===== src/rtl/display_timings_gen_pkg.sv =====
// rtl/display_timings_gen_pkg.sv - 480p timing defaults, coordinate type and decode helper
// Purpose: shared constants and helpers for the raster timing generator.
// Ports: none (package).
package display_timings_gen_pkg;

    localparam int DISP_CORDW   = 10;
    localparam int DISP_H_RES   = 640;
    localparam int DISP_H_FP    = 16;
    localparam int DISP_H_SYNC  = 96;
    localparam int DISP_H_BP    = 48;
    localparam int DISP_V_RES   = 480;
    localparam int DISP_V_FP    = 10;
    localparam int DISP_V_SYNC  = 2;
    localparam int DISP_V_BP    = 33;
    localparam int DISP_CLK_DIV = 4;

    localparam int DISP_H_TOTAL = DISP_H_RES + DISP_H_FP + DISP_H_SYNC + DISP_H_BP;
    localparam int DISP_V_TOTAL = DISP_V_RES + DISP_V_FP + DISP_V_SYNC + DISP_V_BP;

    typedef logic [DISP_CORDW-1:0] coord_t;

    // Half-open window test used for sync and data-enable decode.
    function automatic logic in_span(input int v, input int lo, input int hi);
        return (v >= lo) && (v < hi);
    endfunction

endpackage


===== src/rtl/display_timings_gen_if.sv =====
// rtl/display_timings_gen_if.sv - raster output bundle between timing generator and video consumers
// Purpose: carries pixel strobe, coordinates, syncs, data enable, line/frame/animate strobes, frame count.
// Ports: master drives all signals (timing generator); slave receives them (renderer/output stage).
interface display_timings_gen_if
    import display_timings_gen_pkg::*;
#(
    parameter int CORDW = DISP_CORDW
) ();
    logic             pix_en;
    logic [CORDW-1:0] sx;
    logic [CORDW-1:0] sy;
    logic             hsync;
    logic             vsync;
    logic             de;
    logic             line_start;
    logic             frame_start;
    logic             animate;
    logic [15:0]      frame_cnt;

    modport master (
        output pix_en, sx, sy, hsync, vsync, de, line_start, frame_start, animate, frame_cnt
    );

    modport slave (
        input pix_en, sx, sy, hsync, vsync, de, line_start, frame_start, animate, frame_cnt
    );
endinterface


===== src/rtl/display_timings_gen_clk_en_div.sv =====
// rtl/display_timings_gen_clk_en_div.sv - system-clock to pixel-enable divider
// Purpose: counts 0..CLK_DIV-1 while en is high and strobes pix_en on the last count.
// Ports: clk, reset_n (async active-low), en (run enable) -> pix_en (one-clk strobe).
module display_timings_gen_clk_en_div #(
    parameter int CLK_DIV = 4
) (
    input  logic clk,
    input  logic reset_n,
    input  logic en,
    output logic pix_en
);
    localparam int              DIVW     = (CLK_DIV > 1) ? $clog2(CLK_DIV) : 1;
    localparam logic [DIVW-1:0] DIV_LAST = DIVW'(CLK_DIV - 1);

    logic [DIVW-1:0] div_q, div_d;
    logic            top_q, top_d;

    // top_q is the registered "div is at its last count" flag; gating it with
    // en keeps pix_en low while frozen and lets it fire straight away on resume
    // if the divider was held on its last count.
    always_comb begin
        div_d = div_q;
        if (en) begin
            div_d = (div_q == DIV_LAST) ? '0 : div_q + 1'b1;
        end
        top_d = (div_d == DIV_LAST);
    end

    always_ff @(posedge clk or negedge reset_n) begin
        if (!reset_n) begin
            div_q <= '0;
            top_q <= 1'b0;
        end else begin
            div_q <= div_d;
            top_q <= top_d;
        end
    end

    assign pix_en = en & top_q;

endmodule


===== src/rtl/display_timings_gen.sv =====
// rtl/display_timings_gen.sv - VGA/DVI raster timing generator with pixel-enable divider
// Purpose: raster counters, sync/de decode, line/frame/animate strobes and frame counter.
// Ports: clk, reset_n (async active-low), en (run enable), vid (master: pix_en, sx, sy,
//        hsync, vsync, de, line_start, frame_start, animate, frame_cnt).
module display_timings_gen
    import display_timings_gen_pkg::*;
#(
    parameter int CORDW   = DISP_CORDW,
    parameter int H_RES   = DISP_H_RES,
    parameter int H_FP    = DISP_H_FP,
    parameter int H_SYNC  = DISP_H_SYNC,
    parameter int H_BP    = DISP_H_BP,
    parameter int V_RES   = DISP_V_RES,
    parameter int V_FP    = DISP_V_FP,
    parameter int V_SYNC  = DISP_V_SYNC,
    parameter int V_BP    = DISP_V_BP,
    parameter bit H_POL   = 1'b0,
    parameter bit V_POL   = 1'b0,
    parameter int CLK_DIV = DISP_CLK_DIV
) (
    input  logic                  clk,
    input  logic                  reset_n,
    input  logic                  en,
    display_timings_gen_if.master vid
);
    localparam int H_TOTAL  = H_RES + H_FP + H_SYNC + H_BP;
    localparam int V_TOTAL  = V_RES + V_FP + V_SYNC + V_BP;
    localparam int HS_START = H_RES + H_FP;
    localparam int HS_END   = HS_START + H_SYNC;
    localparam int VS_START = V_RES + V_FP;
    localparam int VS_END   = VS_START + V_SYNC;
    localparam int MAX_LAST = ((H_TOTAL > V_TOTAL) ? H_TOTAL : V_TOTAL) - 1;

    typedef logic [CORDW-1:0] crd_t;
    localparam crd_t H_LAST = crd_t'(H_TOTAL - 1);
    localparam crd_t V_LAST = crd_t'(V_TOTAL - 1);

    if (CLK_DIV < 1) begin : g_bad_div
        $error("display_timings_gen: CLK_DIV must be >= 1");
    end
    if ((2 ** CORDW) <= MAX_LAST) begin : g_bad_cordw
        $error("display_timings_gen: CORDW too narrow for H_TOTAL/V_TOTAL");
    end
    if ((H_FP < 1) || (H_SYNC < 1) || (H_BP < 1) ||
        (V_FP < 1) || (V_SYNC < 1) || (V_BP < 1)) begin : g_bad_porch
        $error("display_timings_gen: porch and sync widths must be >= 1");
    end

    logic        pix_en;
    crd_t        sx_q, sx_d, sy_q, sy_d;
    logic        hsync_q, hsync_d, vsync_q, vsync_d, de_q, de_d;
    logic        line_start_q, line_start_d;
    logic        frame_start_q, frame_start_d;
    logic        animate_q, animate_d;
    logic [15:0] frame_cnt_q, frame_cnt_d;

    display_timings_gen_clk_en_div #(
        .CLK_DIV (CLK_DIV)
    ) u_div (
        .clk     (clk),
        .reset_n (reset_n),
        .en      (en),
        .pix_en  (pix_en)
    );

    // Every registered output is decoded from the *next* coordinate, so the
    // syncs, de and strobes line up with the sx/sy they describe.
    always_comb begin
        sx_d          = sx_q;
        sy_d          = sy_q;
        hsync_d       = hsync_q;
        vsync_d       = vsync_q;
        de_d          = de_q;
        line_start_d  = 1'b0;
        frame_start_d = 1'b0;
        animate_d     = 1'b0;
        frame_cnt_d   = frame_cnt_q;
        if (pix_en) begin
            if (sx_q == H_LAST) begin
                sx_d = '0;
                sy_d = (sy_q == V_LAST) ? '0 : sy_q + 1'b1;
            end else begin
                sx_d = sx_q + 1'b1;
            end
            hsync_d       = in_span(int'(sx_d), HS_START, HS_END) ? H_POL : ~H_POL;
            vsync_d       = in_span(int'(sy_d), VS_START, VS_END) ? V_POL : ~V_POL;
            de_d          = in_span(int'(sx_d), 0, H_RES) && in_span(int'(sy_d), 0, V_RES);
            line_start_d  = (sx_d == '0);
            frame_start_d = line_start_d && (sy_d == '0);
            animate_d     = line_start_d && (int'(sy_d) == V_RES);
            if (frame_start_d) begin
                frame_cnt_d = frame_cnt_q + 16'd1;
            end
        end
    end

    // Reset parks the raster on the last pixel of the frame so the first
    // pixel enable lands on (0,0) and raises frame_start.
    always_ff @(posedge clk or negedge reset_n) begin
        if (!reset_n) begin
            sx_q          <= H_LAST;
            sy_q          <= V_LAST;
            hsync_q       <= ~H_POL;
            vsync_q       <= ~V_POL;
            de_q          <= 1'b0;
            line_start_q  <= 1'b0;
            frame_start_q <= 1'b0;
            animate_q     <= 1'b0;
            frame_cnt_q   <= 16'd0;
        end else begin
            sx_q          <= sx_d;
            sy_q          <= sy_d;
            hsync_q       <= hsync_d;
            vsync_q       <= vsync_d;
            de_q          <= de_d;
            line_start_q  <= line_start_d;
            frame_start_q <= frame_start_d;
            animate_q     <= animate_d;
            frame_cnt_q   <= frame_cnt_d;
        end
    end

    assign vid.pix_en      = pix_en;
    assign vid.sx          = sx_q;
    assign vid.sy          = sy_q;
    assign vid.hsync       = hsync_q;
    assign vid.vsync       = vsync_q;
    assign vid.de          = de_q;
    assign vid.line_start  = line_start_q;
    assign vid.frame_start = frame_start_q;
    assign vid.animate     = animate_q;
    assign vid.frame_cnt   = frame_cnt_q;

endmodule

===== src/flat_wrapper.sv =====
// flat-port wrapper written by rule: the top's interface ports become plain ports
module display_timings_gen_flat import display_timings_gen_pkg::*;
#(
    parameter int CORDW   = DISP_CORDW,
    parameter int H_RES   = DISP_H_RES,
    parameter int H_FP    = DISP_H_FP,
    parameter int H_SYNC  = DISP_H_SYNC,
    parameter int H_BP    = DISP_H_BP,
    parameter int V_RES   = DISP_V_RES,
    parameter int V_FP    = DISP_V_FP,
    parameter int V_SYNC  = DISP_V_SYNC,
    parameter int V_BP    = DISP_V_BP,
    parameter bit H_POL   = 1'b0,
    parameter bit V_POL   = 1'b0,
    parameter int CLK_DIV = DISP_CLK_DIV
)
  (clk, reset_n, en, vid_pix_en, vid_sx, vid_sy, vid_hsync, vid_vsync, vid_de, vid_line_start, vid_frame_start, vid_animate, vid_frame_cnt);
  display_timings_gen_if #(.CORDW(CORDW)) vid_i ();
  input  logic clk;
  input  logic reset_n;
  input  logic en;
  output wire logic [$bits(vid_i.pix_en)-1:0] vid_pix_en;
  output wire logic [$bits(vid_i.sx)-1:0] vid_sx;
  output wire logic [$bits(vid_i.sy)-1:0] vid_sy;
  output wire logic [$bits(vid_i.hsync)-1:0] vid_hsync;
  output wire logic [$bits(vid_i.vsync)-1:0] vid_vsync;
  output wire logic [$bits(vid_i.de)-1:0] vid_de;
  output wire logic [$bits(vid_i.line_start)-1:0] vid_line_start;
  output wire logic [$bits(vid_i.frame_start)-1:0] vid_frame_start;
  output wire logic [$bits(vid_i.animate)-1:0] vid_animate;
  output wire logic [$bits(vid_i.frame_cnt)-1:0] vid_frame_cnt;
  assign vid_pix_en = vid_i.pix_en;
  assign vid_sx = vid_i.sx;
  assign vid_sy = vid_i.sy;
  assign vid_hsync = vid_i.hsync;
  assign vid_vsync = vid_i.vsync;
  assign vid_de = vid_i.de;
  assign vid_line_start = vid_i.line_start;
  assign vid_frame_start = vid_i.frame_start;
  assign vid_animate = vid_i.animate;
  assign vid_frame_cnt = vid_i.frame_cnt;
  display_timings_gen #(.CORDW(CORDW), .H_RES(H_RES), .H_FP(H_FP), .H_SYNC(H_SYNC), .H_BP(H_BP), .V_RES(V_RES), .V_FP(V_FP), .V_SYNC(V_SYNC), .V_BP(V_BP), .H_POL(H_POL), .V_POL(V_POL), .CLK_DIV(CLK_DIV)) u_core (.clk(clk), .reset_n(reset_n), .en(en), .vid(vid_i));
endmodule

===== config.mk =====
export PLATFORM = sky130hd
export DESIGN_NAME = display_timings_gen_flat
export DESIGN_NICKNAME = d
export VERILOG_FILES = /design/src/rtl/display_timings_gen_pkg.sv /design/src/rtl/display_timings_gen_if.sv /design/src/rtl/display_timings_gen_clk_en_div.sv /design/src/rtl/display_timings_gen.sv /design/src/flat_wrapper.sv
export SDC_FILE = /design/constraint.sdc
export NUM_CORES = 1
export LEC_CHECK = 0
export CAP_MARGIN = 10
export CORE_UTILIZATION = 50
export CTS_CLUSTER_DIAMETER = 100
export CTS_CLUSTER_SIZE = 10
export DETAILED_ROUTE_END_ITERATION = 16
export PLACE_DENSITY_LB_ADDON = 0.3
export REMOVE_ABC_BUFFERS = 1
export SLEW_MARGIN = 20
export SYNTH_ARGS = -nofsm -noshare
export SYNTH_HDL_FRONTEND = slang
export SYNTH_SLANG_ARGS = --single-unit

===== constraint.sdc =====
create_clock -name clk -period 4.52 [get_ports clk]
set_input_delay 0.904 -clock clk [delete_from_list [all_inputs] [get_ports clk]]
set_output_delay 0.904 -clock clk [all_outputs]
set_load 0.05 [all_outputs]

# ---- Word-level counts from Yosys, hierarchy flattened
# Cells that the tools add are included.
dict set report totals {
  wordCells 47
  output_inout_bits 43
  in_bits 3
  regBits 45
}
dict set report op_classes {
  add_sub_neg 4
  bitwise_logic 1
  n_eq_ne 5
  muxes 12
  order_cmp 6
  reduce_logical 8
}
# cell n
set ops {}
lappend ops {{2-to-1 mux 10 bit} 5}
lappend ops {{== test 10 bit, second input constant} 3}
lappend ops {{adder 10 x 1 -> 10 bit, second input constant} 2}
lappend ops {{logical NOT 10 bit} 2}
lappend ops {{less-than comparator 10 bit, second input constant} 2}
lappend ops {{less-than comparator 10 x 9 -> 1 bit, second input constant} 2}
lappend ops {{adder 16 x 1 -> 16 bit, second input constant} 1}
lappend ops {{>= comparator 10 bit, second input constant} 1}
lappend ops {{>= comparator 10 x 9 -> 1 bit, second input constant} 1}
lappend ops {{logical AND 1 bit} 5}
lappend ops {{2-to-1 mux 1 bit} 5}
lappend ops {{== test 2 bit, second input constant} 2}
lappend ops {{2-to-1 mux 2 bit} 2}
lappend ops {{adder 2 x 1 -> 2 bit, second input constant} 1}
lappend ops {{AND reduction 2 bit} 1}
lappend ops {{bitwise AND 1 bit} 1}

# ---- Depth between registers and ports, before layout
# Gate-level depths: netlist (run 1).
dict set report logic_depth {
  word_depth 7
  mapped_depth 10
  mapped_depth_nobuf 9
}

# ---- Cells and area by module
# A second synthesis (run 1) with hierarchy kept.
dict set report unflattened {
  cells_unflattened 334
  hier_area_um2 3049.2
}
# module n_inst cells_per_inst seq_area_each_um2 area_per_inst_um2
set by_module_without_submodules {}
lappend by_module_without_submodules {display_timings_gen 1 323 1066.0 2904.0}
lappend by_module_without_submodules {display_timings_gen_clk_en_div 1 11 75.1 145.1}

# ---- Worst setup path before layout (run 1)
# OpenSTA, ideal clock, no wires.
dict set report synth_path {
  kind {register to register}
  startpoint {reg u_core.sx_q[0] (netlist: u_core.vid.sx[0])}
  endpoint {reg u_core.frame_cnt_q[12] (netlist: u_core.vid.frame_cnt[12])}
  setup_ns 0.082
  path_buffers 1
  required_ns 4.438
  arrival_time_ns 3.349
  path_slack_ns 1.089
  stages_incl_launch_ff 10
  synth_period_minus_slack_ns 3.431
  cell_sequence {dfstp_2 -> ha_1 -> nand4_2 -> or4_1 -> buf_2 -> or4_4 -> a32oi_2 -> or4b_4 -> nor3_2 -> xor2_1}
}
dict set report synth_via {
  elab_chain_cells 6
  word_cells_on_any_way 10
  classes_between {1 x add/sub; 1 x eq/ne; 4 x mux; 4 x reduce/logical}
}
# element line_no
set synth_rtl {}
lappend synth_rtl {{start, declared} display_timings_gen.sv:50} ;# crd_t sx_q, sx_d, sy_q, sy_d;
lappend synth_rtl {{start signal, assigned} display_timings_gen.sv:101} ;# sx_q <= H_LAST;
lappend synth_rtl {{start signal, assigned} display_timings_gen.sv:111} ;# sx_q <= sx_d;
lappend synth_rtl {{adder 10 x 1 -> 10 bit / == test 10 bit (equally long branches)} {display_timings_gen.sv:83, display_timings_gen.sv:79}}
lappend synth_rtl {{2-to-1 mux 10 bit} display_timings_gen.sv:79} ;# if (sx_q == H_LAST) begin
lappend synth_rtl {{2-to-1 mux 10 bit} display_timings_gen.sv:78} ;# if (pix_en) begin
lappend synth_rtl {{logical NOT 10 bit (on tied branches)} {display_timings_gen.sv:88, display_timings_gen.sv:89}}
lappend synth_rtl {{logical AND 1 bit (*)} display_timings_gen.sv:89} ;# frame_start_d = line_start_d && (sy_d == '0);
lappend synth_rtl {{AND reduction 2 bit (no source line) (*)} n/a}
lappend synth_rtl {{end signal, assigned} display_timings_gen.sv:119} ;# frame_cnt_q <= frame_cnt_d;
lappend synth_rtl {{end, declared} display_timings_gen.sv:55} ;# logic [15:0] frame_cnt_q, frame_cnt_d;
# Every way passes the cells marked *; elsewhere a longest branch is shown, timed or not. The select of a mux whose other input is x is not followed.
# A chain may end at the register's enable or synchronous reset.

# ---- Final worst setup path (run 1)
dict set report layout_path {
  startpoint {reg u_core.sx_q[0] (netlist: u_core.vid.sx[0])}
  endpoint {reg u_core.frame_cnt_q[13] (netlist: u_core.vid.frame_cnt[13])}
}
# Same word-level chain as after synthesis.

==> results.toml, run 1 <==
[status]
status = "completed"

[drt]
vias = 2189
viasPerCell = 5.613
avgRoutedWirePerCell_microns = 14.50
first_iter_violations = 120
firstDrtPassIters = 4
wl_microns = 5654
drc = 0
drtAntennaViolNets = 0

[setup_path]
path_class = "reg2reg"
worstSetupEndpointType = "register"
crit_end = "u_core.vid.frame_cnt[13]$_DFFE_PN0P_"
cp-start-kind = "register"
timing.rr.end = "u_core.vid.frame_cnt[13]$_DFFE_PN0P_"
critPathLaunch = "u_core.vid.sx[0]$_DFFE_PN1P_"
critical_path_arrival_ns = 3.71
r2r.worst_path.cells = 9
cp_data_required_time_ns = 4.71
r2r-start = "u_core.vid.sx[0]$_DFFE_PN1P_"
path_max_fanout = 9
r2r_slack_ns = 0.99

[synth]
synth_simple_gate_area_share_pct = 27.44
yosys_warnings = 0
synth_xor_area_share_pct = 10.62
synth.mux.area_fraction_pct = 3.223
synthArstFlopShare_pct = 100.0
synthAdderAreaFrac_pct = 2.844
ys_seq_elements = 45
syn_avg_cell_area_sq_um = 9.497
yosysSeqAreaShare_pct = 43.22
syn_area_sq_um = 2640
yosysTopAreaCell = "dfrtp_1"
synth_top_family_by_area = "simple AND/OR/NAND/NOR gates"
synthCells = 278
yosys-top-cells-area = "dfrtp_1 (31%), dfstp_2 (12%), xnor2_1 (7.3%), nand2_1 (4.5%), nor2_1 (3.4%)"
netlist-cell-type-count = 55
synth_top_area_share_pct = 31.28
synth-compound-area-share_pct = 9.194
synth_edf_count = 0
synth_flop_cell = "dfrtp_1"

[placement]
portBuffers = 45
gp_congestion = 0.8842
dp_slack_ns = 1.037
placed_area_sq_um = 3127
dp_hpwl_microns = 4036

[cells_and_area]
drive_above_1_share_pct = 12.19
final_area_sq_um = 3248
fin_nets = 328
fill_cells = 434
syn2layout_area_growth_pct = 23.03
antennaDiodeCount = 0

[timing]
tightest_slew_ns = 0.9641
max_freq_mhz = 283.6
fin_crit_sh_pct = 78.02
max_slew_margin_pct = 35.13
timing.final.ws_setup_ns = 0.9934
drv_slew = 0
fin_worst_skew_ns = 0.01425
post-route-min-period_ns = 3.527
rsz0062_at_grt = "no"
fin_setup_tns_ns = 0
setup_viol = 0
hold_viol_final = 0

[floorplan]
initial_utilization_pct = 51.69
dieHeight_microns = 74.67
die_x_microns = 74.67
core-area_sq_um = 5107
core.rowCount = 26
io-pin-count = 46
die-area_sq_um = 5575

[global_route]
antenna_found_initial = 0
grt-ovfl-total = 0
grt_pass1_wl_microns = 9280
grt_use_total_pct = 21.67
grt_max_degree = 46
grt_pass1_vias = 2060

[pwr]
p_sw_mw = 0.4470
vdd_drop_max_v = 0.0002901
power_density_nw_per_um2 = 355.9
seq_power_share_pct = 46.1
pwr-share-clk_pct = 22.7
p_leak_nw = 1.374
p_int_mw = 0.7091
power.total_mw = 1.156
comb_power_share_pct = 31.2
p_sw_share_pct = 38.66

[cts]
clock_path_buffers = 2
cts_hold_buf = 0
clkLatencyLatePin_ns = 0.31
cts_made_buffers = 5
tritoncts = "yes"
root_buffer = "clkbuf_8"
clock-sinks = 45
clkTransAtPathRegs_ns = 0.09
cts_setup_buffers = 0
cts.repair.resized = 0
htreeDepth = 2

[flow_run]
maxCapViolCount = 0

[worst_hold_path]
worst_hold_path_type = "reg2reg"
-- cells in the mapped netlist (all sizes together), types with 9 or more instances --
| cell type | number |
|---|---|
| dfrtp | 33 |
| nand2 | 32 |
| nor2 | 24 |
| xnor2 | 22 |
| nand3 | 15 |
| o21ai | 15 |
| and3 | 14 |
| dfstp | 12 |
| nand4 | 11 |
| nor3 | 10 |
| xor2 | 10 |
| clkbuf | 9 |
-- worst min path at each step --
stage               depth (start not counted)  slack (ns)                                    to                            startpoint
floorplan                                   1        0.50       u_core.u_div.div_q[1]$_DFF_PN0_       u_core.u_div.div_q[1]$_DFF_PN0_
global placement                            2        0.47             u_core.vid.de$_DFFE_PN0P_             u_core.vid.de$_DFFE_PN0P_
detailed placement                          2        0.47             u_core.vid.de$_DFFE_PN0P_             u_core.vid.de$_DFFE_PN0P_
CTS                                         1        0.49  u_core.vid.frame_cnt[15]$_DFFE_PN0P_  u_core.vid.frame_cnt[15]$_DFFE_PN0P_
global route                                1        0.50  u_core.vid.frame_cnt[14]$_DFFE_PN0P_  u_core.vid.frame_cnt[14]$_DFFE_PN0P_
finish                                      1        0.48  u_core.vid.frame_cnt[15]$_DFFE_PN0P_  u_core.vid.frame_cnt[15]$_DFFE_PN0P_
-- cells by family after synthesis --
| family | Yosys count |
|---|---|
| simple gates | 131 |
| flops | 45 |
| compound gates | 36 |
| xor+xnor | 32 |
| buf+inv | 20 |
| mux | 8 |
| fa+ha+maj | 6 |
-- critical path, cell delays in order, from the launching register on --
cell     delay (ns)
dfstp_2        0.60
ha_1           0.28
nand4_2        0.23
or4_1          0.69
or4_4          0.54
a32oi_2        0.22
nor4b_2        0.35
buf_4          0.23
nand4_1        0.12
xnor2_1        0.15
-- cells in the final DEF, fill, tap and decap left out, types with 10 or more instances in the layout --
cell type,instances
clkdlybuf4s50_1,44
dfrtp_1,33
nand2_1,32
nor2_1,24
xnor2_1,22
o21ai_0,15
nand3_1,15
and3_1,14
dfstp_2,12
xor2_1,10
nand4_1,10
-- per-stage QoR --
stage               cells  util [%]  hold WS (ns)
floorplan             262         -        0.4957
detailed placement    381     61.22        0.4746
CTS                   389     63.06        0.4946
global placement      381     61.22        0.4653
global route          390     63.60        0.5024
finish                390     63.60        0.4830
-- routing by layer --
metal | vias to the layer above | part of all wire (%) | GRT usage, %
met4 | 0 | 0.64 | 5.031
met5 | - | 0 | 0
met3 | 5 | 5.3 | 4.150
met1 | 1058 | 45 | 28.11
met2 | 60 | 49 | 37.54
li1 | 1066 | - | -
-- registers in the layout (all words and copies together) (netlist names) --
name and flops:
u_core.u_div.div_q 2, u_core.u_div.top_q 1, u_core.vid.animate 1, u_core.vid.de 1, u_core.vid.frame_cnt 16, u_core.vid.frame_start 1
u_core.vid.hsync 1, u_core.vid.line_start 1, u_core.vid.sx 10, u_core.vid.sy 10, u_core.vid.vsync 1
-- power by group through the flow --
stage | clock [mW] | sequential, mW | combinational (mW)
after global placement | 0 | 0.536 | 0.357
after floorplan | 0 | 0.643 | 0.134
after detailed placement | 0 | 0.539 | 0.358
final | 0.263 | 0.532 | 0.361
after CTS | 0.268 | 0.533 | 0.361
after global routing | 0.285 | 0.544 | 0.393
-- area by class of cell --
class	instances	area (sq um)	area share, %
clock buffer	5	68.82	2.119
timing repair buffer	50	503.0	15.49
multi-input combinational	213	1408	43.34
sequential	45	1141	35.13
clock inverter	3	25.02	0.7704
tap	70	87.58	2.696
inverter	4	15.01	0.4622
No activity file was read; power rests on OpenSTA's default activity.
==> inputs of run 2 (changes only) <==
- CORE_UTILIZATION: 50 -> 48
- clock period: 4.52 -> 2.8 ns (I/O delays scaled with it)
==> run 2 against run 1 <==
The run now ends with negative setup slack left. Critical endpoint is now u_core.vid.frame_cnt[10]$_DFFE_PN0P_. Die area is 4.0% higher. Largest power group unchanged. Count of clock-buffer cells in the layout stayed put. Cell area is 13% higher.
==> results.toml, run 2 (synthesis results as in run 1) <==
[setup_path]
worstSetupEndpointType = "register"
cp_data_required_time_ns = 3.02
cp-start-kind = "register"
path_class = "reg2reg"
critical_path_arrival_ns = 3.20
path_max_fanout = 4

[drt]
wl_microns = 6549
viasPerCell = 5.682
first_iter_violations = 83
vias = 2409
drtAntennaViolNets = 0
avgRoutedWirePerCell_microns = 15.45
firstDrtPassIters = 4
drc = 0

[timing]
post-route-min-period_ns = 2.982
max_slew_margin_pct = 52.55
timing.final.ws_setup_ns = -0.1820
fin_setup_tns_ns = -2.167
max_freq_mhz = 335.3
fin_hold_ws_ns = 0.2266
rsz0062_at_grt = "yes"
hold_viol_final = 0
tightest_slew_ns = 0.7086
drv_slew = 0
fin_crit_sh_pct = 106.5
fin_worst_skew_ns = 0.01536
setup_viol = 16

[cells_and_area]
fin_nets = 362
fill_cells = 391
final_area_sq_um = 3684
layout_commonest_cell = "clkdlybuf4s50_1"
fin_cells = 424
post-route-util_pct = 70.77
antennaDiodeCount = 0
syn2layout_area_growth_pct = 39.53
drive_above_1_share_pct = 24.58
largest_reg_flops = 16
final_cell_mix = "clkdlybuf4s50_1 (43), buf_4 (36), dfrtp_1 (33)"

[placement]
placed_area_sq_um = 3354
dp_cells = 410
gp_congestion = 0.8564
dp_hpwl_microns = 4528
portBuffers = 45
dp_slack_ns = -0.2379

[status]
status = "finished, violations left"
failed_checks = "negative setup slack"

[cts]
tritoncts = "yes"
cts_hold_buf = 0
root_buffer = "clkbuf_8"
clkLatencyLatePin_ns = 0.30
clock_path_buffers = 2
cts_made_buffers = 5
clock-sinks = 45
htreeDepth = 2
clkTransAtPathRegs_ns = 0.09

[floorplan]
core.rowCount = 26
initial_utilization_pct = 50.72
io-pin-count = 46
core-area_sq_um = 5205
die_x_microns = 76.16
dieHeight_microns = 76.16
die-area_sq_um = 5800

[global_route]
grt_pass1_vias = 2329
grt_pass1_wl_microns = 10720
antenna_found_initial = 0
grt-ovfl-total = 0
grt_max_degree = 24
grt_use_total_pct = 23.11

[pwr]
power.total_mw = 2.135
vdd_drop_max_v = 0.0005475
power_density_nw_per_um2 = 579.7
p_leak_nw = 1.598

[worst_hold_path]
worst_hold_path_type = "in2async"

[flow_run]
maxCapViolCount = 0
[run 2: cell count changes in the layout (fill, tap and decap cells not counted), sizes merged]
cell / delta
buf: +34
bufinv: +2
clkdlybuf4s15: +1
clkdlybuf4s50: -1
clkinv: +1
clkinvlp: -1
inv: -2
[run 2: cell type report]
cell class | instances | area, sq um | area share [%]
clock buffer | 5 | 68.82 | 1.868
sequential | 45 | 1141 | 30.98
multi-input combinational | 213 | 1546 | 41.98
tap | 70 | 87.58 | 2.378
clock inverter | 3 | 65.06 | 1.766
inverter | 4 | 15.01 | 0.4076
timing repair buffer | 84 | 759.5 | 20.62
[run 2: final timing paths]
path / end / from / depth (start not counted) / slack [ns]
hold reg to reg: u_core.vid.frame_cnt[15]$_DFFE_PN0P_ / u_core.vid.frame_cnt[15]$_DFFE_PN0P_ / 1 / 0.48
setup reg to reg: u_core.vid.frame_cnt[10]$_DFFE_PN0P_ / u_core.vid.sx[0]$_DFFE_PN1P_ / 8 / -0.18
setup / recovery: u_core.vid.frame_cnt[10]$_DFFE_PN0P_ / u_core.vid.sx[0]$_DFFE_PN1P_ / 8 / -0.18
hold / removal: u_core.vid.sx[7]$_DFFE_PN0P_ / reset_n / 1 / 0.23
min in group clk: u_core.vid.frame_cnt[15]$_DFFE_PN0P_ / u_core.vid.frame_cnt[15]$_DFFE_PN0P_ / 1 / 0.48
max in group asynchronous: u_core.vid.sy[9]$_DFFE_PN1P_ / reset_n / 2 / 1.93
[run 2: repair_timing]
| item | CTS | global route |
|---|---|---|
| gates resized for setup | 6 | 19 |
| setup endpoints to repair | 16 | 17 |
| setup buffers | 1 | 3 |
| pin swaps | 8 | 8 |
| gates cloned | 0 | 2 |
[run 2: where the power goes]
group          switching, mW  leakage, nW  internal (mW)
sequential            0.0719        0.570          0.756
combinational          0.458        0.960          0.273
clock                  0.223       0.0681          0.354
total                  0.752         1.60           1.38
[run 2: critical path, cell delays in order (launching register included)]
cell and delay (ns):
dfstp_2 0.57, ha_4 0.15, nand4_4 0.10, or4_4 0.49, or4_4 0.51, a32oi_4 0.22
or4b_4 0.55, nor3_2 0.14, xor2_1 0.17
[run 2: routing by layer]
| layer | vias up | track usage, % | wire [microns] |
|---|---|---|---|
| li1 | 1140 | - | - |
| met3 | 12 | 4.311 | 383 |
| met1 | 1162 | 28.84 | 2772 |
| met2 | 95 | 39.91 | 3283 |
| met5 | - | 0 | 0 |
| met4 | 0 | 8.462 | 110 |
==> inputs of run 3 (changes only) <==
- PLACE_DENSITY: default -> 0.77
- PLACE_DENSITY_LB_ADDON: 0.3 -> default
- TNS_END_PERCENT: default -> 5
==> run 3 against run 2 <==
The run still ends with negative setup slack left. Hold slack better by 0.019 ns. Flip-flop and latch count unchanged. Clock skew fell by 0.0050 ns. Setup slack improved by 0.0010 ns. Count of clock-buffer cells in the layout did not move. Non-clock buffer count fell by 6. Wire length down 6.6%. Critical path depth did not move. Power is 3.8% lower. Maximum frequency about the same. Cell area is 4.5% lower. Global-route usage fell by 0.92 points. Critical endpoint is now u_core.vid.frame_cnt[12]$_DFFE_PN0P_. Largest power group unchanged.
==> results.toml, run 3 (synthesis results as in run 1) <==
[status]
failed_checks = "negative setup slack"
status = "finished, violations left"

[pwr]
p_leak_nw = 1.549
vdd_drop_max_v = 0.0004886
power_density_nw_per_um2 = 584.1

[cells_and_area]
fill_cells = 398
fin_nets = 356
final_cell_mix = "clkdlybuf4s50_1 (43), buf_4 (34), dfrtp_1 (33)"
syn2layout_area_growth_pct = 33.27
drive_above_1_share_pct = 20.40
antennaDiodeCount = 0
largest_reg_flops = 16
layout_commonest_cell = "clkdlybuf4s50_1"
fin_cells = 418

[global_route]
grt_use_total_pct = 22.19
grt-ovfl-total = 0
grt_use_met2_pct = 36.91
met1_usage_pct = 29.41
grt_pass1_wl_microns = 10320
grt_pass1_vias = 2180
grt_max_degree = 46
grt_busiest_layer = "met2"
antenna_found_initial = 0
gr-usage-met3_pct = 4.431

[timing]
timing.final.ws_setup_ns = -0.1810
hold_viol_final = 0
tightest_slew_ns = 0.8624
drv_slew = 0
max_freq_mhz = 335.5
fin_crit_sh_pct = 106.5
post-route-min-period_ns = 2.981
fin_worst_skew_ns = 0.01037
rsz0062_at_grt = "yes"
setup_viol = 16
fin_setup_tns_ns = -1.660
max_slew_margin_pct = 42.25

[floorplan]
die_x_microns = 76.16
core.rowCount = 26
die-area_sq_um = 5800
dieHeight_microns = 76.16
core-area_sq_um = 5205
initial_utilization_pct = 50.72
io-pin-count = 46

[drt]
drc = 0
avgRoutedWirePerCell_microns = 14.63
firstDrtPassIters = 7
viasPerCell = 5.596
first_iter_violations = 142
vias = 2339
wl_microns = 6115
drtAntennaViolNets = 0

[placement]
dp_hpwl_microns = 4422
portBuffers = 45
gp_congestion = 0.8794
dp_cells = 410

[worst_hold_path]
worst_hold_path_type = "in2async"

[setup_path]
path_class = "reg2reg"
worstSetupEndpointType = "register"
cp-start-kind = "register"
cp_data_required_time_ns = 3.03
critical_path_arrival_ns = 3.21
r2r-start = "u_core.vid.sx[0]$_DFFE_PN1P_"
r2r_slack_ns = -0.18
r2r.worst_path.cells = 8
path_max_fanout = 4
timing.rr.end = "u_core.vid.frame_cnt[12]$_DFFE_PN0P_"

[cts]
clock-sinks = 45
root_buffer = "clkbuf_8"
htreeDepth = 2
clkLatencyLatePin_ns = 0.31
clock_path_buffers = 2
cts_made_buffers = 5
tritoncts = "yes"
cts_setup_buffers = 0
clkTransAtPathRegs_ns = 0.10

[flow_run]
maxCapViolCount = 0
[run 3: cell types whose count changed in the layout (fill, tap and decap cells not counted), sizes merged]
cell / change
clkinvlp: +1
clkdlybuf4s15: -1
buf: -5
bufinv: -1
[run 3: per-layer routing]
layer / vias up / wire length [microns]
li1: 1125 / -
met1: 1135 / 2736
met2: 71 / 3005
met3: 8 / 317
met4: 0 / 57
met5: - / 0
[run 3: worst max-delay path: stages, from the launching register on]
cell,delay [ns]
dfstp_2,0.57
ha_4,0.16
nand4_4,0.10
or4_4,0.49
or4_4,0.49
a32oi_2,0.23
or4b_4,0.57
nor3_4,0.15
xor2_1,0.17
[run 3: area by class of cell]
| type | instances | area, sq um | area share, % |
|---|---|---|---|
| Multi-Input combinational cell | 213 | 1454 | 41.32 |
| Timing Repair Buffer | 78 | 705.7 | 20.06 |
| Clock inverter | 3 | 46.29 | 1.316 |
| Sequential cell | 45 | 1141 | 32.43 |
| Clock buffer | 5 | 68.82 | 1.956 |
| Inverter | 4 | 15.01 | 0.4267 |
| Tap cell | 70 | 87.58 | 2.489 |
[run 3: worst max-delay path by stage]
| stage | slack, ns | to | start |
|---|---|---|---|
| 2_1_floorplan | -1.08 | u_core.vid.frame_cnt[1]$_DFFE_PN0P_ | u_core.vid.sx[0]$_DFFE_PN1P_ |
| 3_3_place_gp | -0.15 | u_core.vid.frame_cnt[12]$_DFFE_PN0P_ | u_core.vid.sx[0]$_DFFE_PN1P_ |
| 3_5_place_dp | -0.23 | u_core.vid.frame_cnt[12]$_DFFE_PN0P_ | u_core.vid.sx[0]$_DFFE_PN1P_ |
| 4_1_cts | -0.20 | u_core.vid.frame_cnt[12]$_DFFE_PN0P_ | u_core.vid.sx[0]$_DFFE_PN1P_ |
| 5_1_grt | -0.31 | u_core.vid.frame_cnt[12]$_DFFE_PN0P_ | u_core.vid.sx[0]$_DFFE_PN1P_ |
| 6_report | -0.18 | u_core.vid.frame_cnt[12]$_DFFE_PN0P_ | u_core.vid.sx[0]$_DFFE_PN1P_ |
[run 3: metrics by stage]
stage	util (%)	setup WS (ns)	hold slack (ns)	total power, mW	area (sq um)
4_1_cts	67.50	-0.1994	0.4498	2.053	3513
2_1_floorplan	-	-1.085	0.2644	1.255	2564
6_report	67.60	-0.1810	0.2456	2.055	3518
3_3_place_gp	64.45	-0.1473	0.4640	1.513	3354
5_1_grt	67.60	-0.3072	0.2830	2.145	3518
3_5_place_dp	64.45	-0.2297	0.4661	1.530	3354
[run 3: report_power, final]
group / leakage (nW) / internal, mW / switching, mW
clock: 0.0543 / 0.267 / 0.242
sequential: 0.570 / 0.756 / 0.0701
combinational: 0.924 / 0.270 / 0.449
[run 3: repair_timing]
action	4_1_cts	5_1_grt
hold buffers	0	0
hold endpoints to repair	0	0
setup endpoints to repair	16	17
pin swaps	9	1
gates resized for setup	7	1
